<file path="src/rtl/uart_wb_bridge_pkg.sv">
// Shared command/response codes, FSM state encoding and widths for uart_wb_bridge.
// The watchdog counter width applies only when UART_WB_BRIDGE_TIMEOUT_EN is defined.
package uart_wb_bridge_pkg;

  localparam int unsigned BYTE_W   = 8;
  localparam int unsigned ADR_W    = 32;
  localparam int unsigned DAT_W    = 32;
  localparam int unsigned TO_CNT_W = 16;

  localparam logic [BYTE_W-1:0] CMD_WR  = 8'h57;
  localparam logic [BYTE_W-1:0] CMD_RD  = 8'h52;
  localparam logic [BYTE_W-1:0] RSP_OK  = 8'h4B;
  localparam logic [BYTE_W-1:0] RSP_ERR = 8'h45;

  typedef enum logic [2:0] {
    ST_IDLE = 3'd0,
    ST_ADDR = 3'd1,
    ST_DATA = 3'd2,
    ST_BUS  = 3'd3,
    ST_RESP = 3'd4
  } state_e;

endpackage

</file>
<file path="src/rtl/uart_wb_bridge_timeout.sv">
// Watchdog for the bridge's Wishbone cycle: clears while idle, counts bus cycles,
// flags expiry on the LIMIT-th counted cycle. Instantiated only under UART_WB_BRIDGE_TIMEOUT_EN.
module uart_wb_bridge_timeout
  import uart_wb_bridge_pkg::*;
#(
  parameter int unsigned CNT_W = TO_CNT_W,
  parameter int unsigned LIMIT = 255
) (
  input  logic clk,
  input  logic rst,
  input  logic clear_i,
  input  logic start_i,
  output logic expire_c
);

  logic [CNT_W-1:0] cnt_q, cnt_d;

  always_comb begin
    cnt_d = cnt_q;
    if (clear_i) begin
      cnt_d = '0;
    end else if (start_i) begin
      cnt_d = cnt_q + CNT_W'(1);
    end
  end

  always_ff @(posedge clk) begin
    if (rst) begin
      cnt_q <= '0;
    end else begin
      cnt_q <= cnt_d;
    end
  end

  assign expire_c = start_i && (cnt_q == CNT_W'(LIMIT - 1));

endmodule

</file>
<file path="src/rtl/uart_wb_bridge.sv">
// UART byte-stream to Wishbone single-cycle master: parses 'W'/'R' frames, answers K/E/read data.
// Optional bus watchdog enabled by defining UART_WB_BRIDGE_TIMEOUT_EN.
module uart_wb_bridge
  import uart_wb_bridge_pkg::*;
#(
  parameter logic [3:0] WB_SEL = 4'hF
`ifdef UART_WB_BRIDGE_TIMEOUT_EN
  ,
  parameter int unsigned TIMEOUT_CYCLES = 255
`endif
) (
  input  logic              wb_clk_i,
  input  logic              wb_rst_i,
  input  logic [7:0]        rx_data_i,
  input  logic              rx_valid_i,
  output logic              rx_ready_o,
  output logic [7:0]        tx_data_o,
  output logic              tx_valid_o,
  input  logic              tx_ready_i,
  output logic [31:0]       wbm_adr_o,
  output logic [31:0]       wbm_dat_o,
  input  logic [31:0]       wbm_dat_i,
  output logic [3:0]        wbm_sel_o,
  output logic              wbm_we_o,
  output logic              wbm_cyc_o,
  output logic              wbm_stb_o,
  input  logic              wbm_ack_i,
  input  logic              wbm_err_i,
  output logic              busy_o
);

  state_e              state_q, state_d;
  logic                we_q, we_d;
  logic [ADR_W-1:0]    adr_q, adr_d;
  logic [DAT_W-1:0]    dat_q, dat_d;
  logic [DAT_W-1:0]    rdat_q, rdat_d;
  logic [1:0]          cnt_q, cnt_d;
  logic                err_q, err_d;
  logic                rx_ready_q, rx_ready_d;
  logic                tx_valid_q, tx_valid_d;
  logic [BYTE_W-1:0]   tx_data_q, tx_data_d;
  logic                cyc_q, cyc_d;
  logic                we_out_q, we_out_d;
  logic [3:0]          sel_q, sel_d;
  logic                busy_q, busy_d;
  logic                rx_fire_c;
  logic                tx_fire_c;
  logic                timeout_c;

`ifdef UART_WB_BRIDGE_TIMEOUT_EN
  uart_wb_bridge_timeout #(
    .CNT_W (TO_CNT_W),
    .LIMIT (TIMEOUT_CYCLES)
  ) u_timeout (
    .clk      (wb_clk_i),
    .rst      (wb_rst_i),
    .clear_i  (state_q != ST_BUS),
    .start_i  (state_q == ST_BUS),
    .expire_c (timeout_c)
  );
`else
  assign timeout_c = 1'b0;
`endif

  assign rx_fire_c = rx_valid_i & rx_ready_q;
  assign tx_fire_c = tx_valid_q & tx_ready_i;

  // Frame parser, bus handshake and response sequencing
  always_comb begin
    state_d   = state_q;
    we_d      = we_q;
    adr_d     = adr_q;
    dat_d     = dat_q;
    rdat_d    = rdat_q;
    cnt_d     = cnt_q;
    err_d     = err_q;
    tx_data_d = tx_data_q;

    unique case (state_q)
      ST_IDLE: begin
        if (rx_fire_c && (rx_data_i == CMD_WR || rx_data_i == CMD_RD)) begin
          we_d    = (rx_data_i == CMD_WR);
          cnt_d   = 2'd0;
          state_d = ST_ADDR;
        end
      end
      ST_ADDR: begin
        if (rx_fire_c) begin
          adr_d = {adr_q[ADR_W-BYTE_W-1:0], rx_data_i};
          cnt_d = cnt_q + 2'd1;
          if (cnt_q == 2'd3) begin
            state_d = we_q ? ST_DATA : ST_BUS;
            err_d   = 1'b0;
          end
        end
      end
      ST_DATA: begin
        if (rx_fire_c) begin
          dat_d = {dat_q[DAT_W-BYTE_W-1:0], rx_data_i};
          cnt_d = cnt_q + 2'd1;
          if (cnt_q == 2'd3) begin
            state_d = ST_BUS;
            err_d   = 1'b0;
          end
        end
      end
      ST_BUS: begin
        // err takes priority over a simultaneous ack
        if (wbm_err_i || timeout_c) begin
          err_d     = 1'b1;
          tx_data_d = RSP_ERR;
          cnt_d     = 2'd0;
          state_d   = ST_RESP;
        end else if (wbm_ack_i) begin
          rdat_d    = wbm_dat_i;
          tx_data_d = we_q ? RSP_OK : wbm_dat_i[DAT_W-1 -: BYTE_W];
          cnt_d     = 2'd0;
          state_d   = ST_RESP;
        end
      end
      ST_RESP: begin
        if (tx_fire_c) begin
          if (!we_q && !err_q && cnt_q != 2'd3) begin
            cnt_d     = cnt_q + 2'd1;
            rdat_d    = {rdat_q[DAT_W-BYTE_W-1:0], 8'h00};
            tx_data_d = rdat_q[DAT_W-BYTE_W-1 -: BYTE_W];
          end else begin
            cnt_d   = 2'd0;
            state_d = ST_IDLE;
          end
        end
      end
      default: state_d = ST_IDLE;
    endcase

    // Outputs follow the next state so they are registered and aligned with it
    rx_ready_d = (state_d == ST_IDLE) || (state_d == ST_ADDR) || (state_d == ST_DATA);
    cyc_d      = (state_d == ST_BUS);
    we_out_d   = cyc_d & we_d;
    sel_d      = cyc_d ? WB_SEL : 4'h0;
    tx_valid_d = (state_d == ST_RESP);
    busy_d     = (state_d != ST_IDLE);
  end

  always_ff @(posedge wb_clk_i) begin
    if (wb_rst_i) begin
      state_q    <= ST_IDLE;
      we_q       <= 1'b0;
      adr_q      <= '0;
      dat_q      <= '0;
      rdat_q     <= '0;
      cnt_q      <= 2'd0;
      err_q      <= 1'b0;
      rx_ready_q <= 1'b1;
      tx_valid_q <= 1'b0;
      tx_data_q  <= '0;
      cyc_q      <= 1'b0;
      we_out_q   <= 1'b0;
      sel_q      <= 4'h0;
      busy_q     <= 1'b0;
    end else begin
      state_q    <= state_d;
      we_q       <= we_d;
      adr_q      <= adr_d;
      dat_q      <= dat_d;
      rdat_q     <= rdat_d;
      cnt_q      <= cnt_d;
      err_q      <= err_d;
      rx_ready_q <= rx_ready_d;
      tx_valid_q <= tx_valid_d;
      tx_data_q  <= tx_data_d;
      cyc_q      <= cyc_d;
      we_out_q   <= we_out_d;
      sel_q      <= sel_d;
      busy_q     <= busy_d;
    end
  end

  assign rx_ready_o = rx_ready_q;
  assign tx_valid_o = tx_valid_q;
  assign tx_data_o  = tx_data_q;
  assign wbm_adr_o  = adr_q;
  assign wbm_dat_o  = dat_q;
  assign wbm_sel_o  = sel_q;
  assign wbm_we_o   = we_out_q;
  assign wbm_cyc_o  = cyc_q;
  assign wbm_stb_o  = cyc_q;
  assign busy_o     = busy_q;

endmodule

</file>
<file path="config.mk">
export PLATFORM = sky130hd
export DESIGN_NAME = uart_wb_bridge
export DESIGN_NICKNAME = d
export VERILOG_FILES = /design/src/rtl/uart_wb_bridge_pkg.sv /design/src/rtl/uart_wb_bridge_timeout.sv /design/src/rtl/uart_wb_bridge.sv
export SDC_FILE = /design/constraint.sdc
export NUM_CORES = 1
export LEC_CHECK = 0
export ABC_AREA = 1
export BUFFER_PORTS_ARGS = -buffer_cell sky130_fd_sc_hd__buf_2
export CORE_AREA = 2 2 92 94
export DETAILED_ROUTE_END_ITERATION = 7
export DIE_AREA = 0 0 94 96
export MAX_ROUTING_LAYER = met4
export PLACE_DENSITY = 0.86
export SYNTH_ARGS = -nofsm -noshare
export SYNTH_HDL_FRONTEND = slang
export SYNTH_SLANG_ARGS = --single-unit
</file>
<file path="constraint.sdc">
create_clock -name wb_clk_i -period 3.6 [get_ports wb_clk_i]
set_clock_uncertainty 0.05 [all_clocks]
set_input_delay 0 -clock wb_clk_i [delete_from_list [all_inputs] [get_ports wb_clk_i]]
set_output_delay 0 -clock wb_clk_i [all_outputs]
set_load 0.005 [all_outputs]
</file>
# Yosys cells after proc, flatten, opt, wreduce, memory -nomap -nowiden

Index checks and enable logic that the tools add are counted.

Register bits after elaboration: 112
Bits of input ports: 46
Output and inout port bits: 82
Word-level logic and storage cells: 96

$add $sub $neg: 1
Eq/ne operators: 21
Muxes and demuxes: 36
Bitwise logic cells: 3
Reduce and logical (&&, ||, !) cells: 21

Operators with widths:

| cell                                                             | count |
|---|---|
| 24-bit two-way mux                                               | 4 |
| 24-bit case mux with 2 select lines                              | 1 |
| 8-bit two-way mux                                                | 5 |
| 3-bit two-way mux                                                | 9 |
| 8-bit by 7-bit == test with 1-bit output (second input constant) | 2 |
| 8-bit case mux with 2 select lines                               | 1 |
| 3-bit case mux with 5 select lines                               | 1 |
| 2-bit != test (second input constant)                            | 7 |
| 3-bit by 2-bit == test with 1-bit output (second input constant) | 4 |
| 2-bit two-way mux                                                | 6 |
| 5-bit AND reduction                                              | 2 |
| 2-bit case mux with 4 select lines                               | 1 |
| 4-bit AND reduction                                              | 2 |
| 3-bit by 1-bit == test with 1-bit output (second input constant) | 2 |
| 3-bit == test (second input constant)                            | 2 |
| 3-bit zero test                                                  | 2 |
| 1-bit two-way mux                                                | 6 |
| 4-bit two-way mux                                                | 1 |
| 2-bit by 1-bit != test with 1-bit output (second input constant) | 2 |
| 2-bit AND reduction                                              | 2 |
| 2-bit nonzero test                                               | 2 |
| 4-bit nonzero test                                               | 1 |
| 1-bit bitwise AND                                                | 3 |
| 1-bit logical AND                                                | 3 |
| 8 further kinds                                                  | 11 |

# Logic depth before layout (Yosys ltp)

Depth in word-level cells: 9
Depth in mapped cells: 11
Depth with buffers taken out: 11

# Worst setup path after synthesis

OpenSTA, ideal clock, no wires.

Path type: reg2reg
From: register cnt_q[0]
To: register rdat_q[10]
Library setup time: 0.116 ns
Data arrival time: 1.356 ns
Required time: 3.434 ns
Setup slack: 2.078 ns
Stages on the path, launching flop included: 11
Cell sequence: dfxtp_1 -> ha_1 -> inv_1 -> nand2_1 -> o21ai_2 -> inv_2 -> nor2_4 -> inv_4 -> buf_6 -> nor2_1 -> nor2_1

Word-level cells in the longest chain between the ends: 4

Ends and longest elaborated chain:

| element                              | line                  | text |
|---|---|---|
| start: declaration                   | uart_wb_bridge.sv:37  | `logic [1:0] cnt_q, cnt_d;` |
| start signal: assignment             | uart_wb_bridge.sv:167 | `cnt_q <= cnt_d;` |
| 2-bit != test                        | uart_wb_bridge.sv:123 | `if (!we_q && !err_q && cnt_q != 2'd3) begin` |
| 1-bit logical AND                    | uart_wb_bridge.sv:123 |  |
| 2-bit != test (no source line)       | n/a                   |  |
| 5-bit AND reduction (no source line) | n/a                   |  |
| end signal: assignment               | uart_wb_bridge.sv:166 | `rdat_q <= rdat_d;` |
| end: declaration                     | uart_wb_bridge.sv:36  | `logic [DAT_W-1:0] rdat_q, rdat_d;` |

No other way between the ends.
A chain may end at the register's enable or synchronous reset.

# Final worst setup path

From: register state_q[0]
To: register rdat_q[2]

Word-level cells in the longest chain between the ends: 3
Elaborated cells on any way between the ends: 9
Those cells by class: eq/ne (6); mux (1); reduce/logical (2)

Ends and longest elaborated chain:

| element                                                                   | line                  | text |
|---|---|---|
| start: declaration                                                        | uart_wb_bridge.sv:32  | `state_e state_q, state_d;` |
| start signal: assignment                                                  | uart_wb_bridge.sv:162 | `state_q <= state_d;` |
| 3-bit == test or 3-bit by 2-bit == test with 1-bit output (tied branches) | uart_wb_bridge.sv:79  | `unique case (state_q)` |
| 2-bit != test (no source line) or 2-bit nonzero test (tied branches)      | n/a                   |  |
| 5-bit AND reduction (no source line)                                      | n/a                   |  |

Several ways; a longest one is shown, not always the timed one.

==> results.sh <==
export IMPL_synth_top_flop_cell="dfxtp_1"
export IMPL_muxShareOfSynthArea=0
export IMPL_synth_common_cells="163 x nor2_1, 108 x dfxtp_1, 105 x nand2_1"
export IMPL_synth_avg_cell_area_sq_um=7.19
export IMPL_drv_slew=0
export IMPL_synthDominantCellAreaShare=0.497
export IMPL_vias_per_cell=5.23
export IMPL_post_cts_resized=0
export IMPL_synthSimpleGateAreaFrac=0.267
export IMPL_synth_most_common_cell="nor2_1"
export IMPL_synth_edff_count=0
export IMPL_fin_tns_setup_ns=0
export IMPL_layout_min_cycle_time_ns=3.00
export IMPL_cts_num_sinks=108
export IMPL_place_congestion=0.883
export IMPL_clock_latency_ns=0.37
export IMPL_yosysWarnings=0
export IMPL_setup_violations=0
export IMPL_critPathArrivalTime_ns=3.22
export IMPL_tightest_slew_ns=1.16
export IMPL_synth_ff_latch_count=108
export IMPL_fin_crit_sh=0.834
export IMPL_antenna_found_initial=0
export IMPL_die_w_um=94
export IMPL_synth_xor_area_frac=0
export IMPL_synth_cell_types=23
export IMPL_nNetsFinal=804
export IMPL_required_ns=3.81
export IMPL_cellPowerDensity_nw_per_um2=401
export IMPL_cts_made_buffers=9
export IMPL_hold_viol_final=0
export IMPL_utilization=0.699
export IMPL_synthArstFlopShare=0
export IMPL_first_global_vias=4292
export IMPL_start_kind="flop"
export IMPL_cts_root_buf="clkbuf_8"
export IMPL_die_y_um=96
export IMPL_hold_class="input pin to flop"
export IMPL_path_common_cell="inv_2"
export IMPL_crit_slowest_cell="dlygate4sd3_1"
export IMPL_syn_cell_area_sq_um=4350
export IMPL_grt_pass1_wl_mm=18.7
export IMPL_outcome="finished, final reports clean"
export IMPL_avgRoutedWirePerCell_um=13.4
export IMPL_wirelength_mm=11.7
export IMPL_synth_compound_area_share=0.159
export IMPL_synthAdderAreaFrac=0.00288
export IMPL_relSlewSlack=0.227
export IMPL_path_cells="nor2_2 -> nand2_2 -> inv_2 -> o21ai_2 -> inv_2 -> nor2_4 -> inv_4 -> nand2_1 -> a21oi_1 -> dlygate4sd3_1"
export IMPL_drive_above_1_share=0.214
export IMPL_antenna_left=0
export IMPL_die_area_sq_um=9020
export IMPL_grt_setup_unrepaired="no"
export IMPL_grt_ovfl_total=0
export IMPL_synth_area_top_cells="dfxtp_1 50%, nor2_1 14%, o21ai_0 11%"
export IMPL_ir_drop_mv=0.208
export IMPL_syn_num_nets=652
export IMPL_hpwl_mm=7.24
export IMPL_static_leakage_power_nw=3.02
export IMPL_cts_clk_slew_worst_paths_ns=0.11
export IMPL_htree_num_levels=3
export IMPL_yosys_area_top_type="dfxtp_1"
export IMPL_drc=0
export IMPL_drtIter0Drc=282
export IMPL_start_util=0.540
export IMPL_drtPass1Iterations=7
export IMPL_max_cap_violations=0
export IMPL_crit_fanout=38
export IMPL_ys_seq_area_frac=0.497
export IMPL_grt_max_degree=92
export IMPL_critPathKind="flop to flop"
export IMPL_max_freq_mhz=333
export IMPL_dr_total_vias=4543
export IMPL_endpoint_kind="flop"
export IMPL_core_area_sq_um=8050
export IMPL_synth_top_family_by_area="simple AND/OR/NAND/NOR gates"
export IMPL_boundaryPins=128
export IMPL_io_buffers=127
export IMPL_syn_inst=605
export IMPL_grtUsageTotal=0.266
export IMPL_rows=33
export IMPL_ctsLongestPathBuffers=2
export IMPL_cts_tree="built"
export IMPL_area_growth_synth_to_final_pct=29.5
export IMPL_slowest_delay_ns=0.59
-- cell type report --
class	count	area (sq um)
antenna	1	2.50
clock buffer	10	138
clock inverter	6	78.8
fill	636	2420
inverter	29	111
multi-input combinational	431	1870
sequential	108	2160
tap	105	131
timing repair buffer	178	1140
-- kinds of logic (layout without fill, tap and decap cells) --
logic type,Yosys count,count (layout)
and+or+nand+nor,295,295
buffers and inverters,66,223
other,0,1
adders and majority gates,1,1
DFF,108,108
AOI/OAI and AO/OA,135,135
-- cell usage in the layout, fill, tap and decap left out, types with 3 or more instances in the layout --
cell type      instances
o21ai_0               98
a31oi_1                3
dfxtp_1              108
nand2_1              105
inv_2                  5
nor2_1               162
clkbuf_8              10
o21ai_2                3
dlygate4sd3_1         49
inv_1                 21
buf_2                127
nor2_2                 5
nand3_1               18
a21oi_1               29
-- metrics by stage --
stage	instances	worst slack [ns]	total power, mW	instance area [sq um]	hold WS (ns)
floorplan	605	2.08	1.39	4350	0.0191
global placement	802	1.38	1.44	4920	0.217
detailed placement	802	1.23	1.45	4920	0.219
CTS	867	0.701	2.26	5630	0.0106
global route	867	0.336	2.35	5630	0.0770
finish	868	0.597	2.26	5630	0.0285
-- metal layers --
layer  share of wire  track usage
met2            0.50        0.457
met3           0.060       0.0376
met4           0.030        0.129
met1            0.41        0.309
met5               0            -
-- timing repair --
action,4_1_cts,5_1_grt
buffers inserted,0,0
hold endpoints to repair,49,0
hold buffers,49,0
-- worst paths after layout --
kind,from,endpoint,slack [ns],cells after the start
worst max register to register,state_q[0],rdat_q[2],0.60,10
worst max-delay path,state_q[0],rdat_q[2],0.60,10
worst min-delay path,tx_ready_i,tx_valid_o,0.03,4
worst min register to register,tx_data_o[0],tx_data_o[0],0.46,2
-- report_power, final --
group | switching [mW] | internal [mW]
sequential | 0.0182 | 1.23
combinational | 0.131 | 0.0976
clock | 0.428 | 0.356
total | 0.577 | 1.68
-- registers in the layout, indices dropped and copies added (netlist names) --
register / flops
we_q: 1
cnt_q: 2
wbm_sel_o: 1
rx_ready_o: 1
rdat_q: 24
state_q: 3
wbm_dat_o: 32
err_q: 1
wbm_we_o: 1
tx_data_o: 8
wbm_adr_o: 32
busy_o: 1
tx_valid_o: 1
-- worst max-delay path: cells and delay by family (launching register included) --
family	cells	cell delay, ns
flip-flops	1	0.44
AO/OA/AOI/OAI	2	0.24
buffers and inverters	4	1.16
AND/OR/NAND/NOR	4	0.99
No activity file was read; power rests on OpenSTA's default activity.
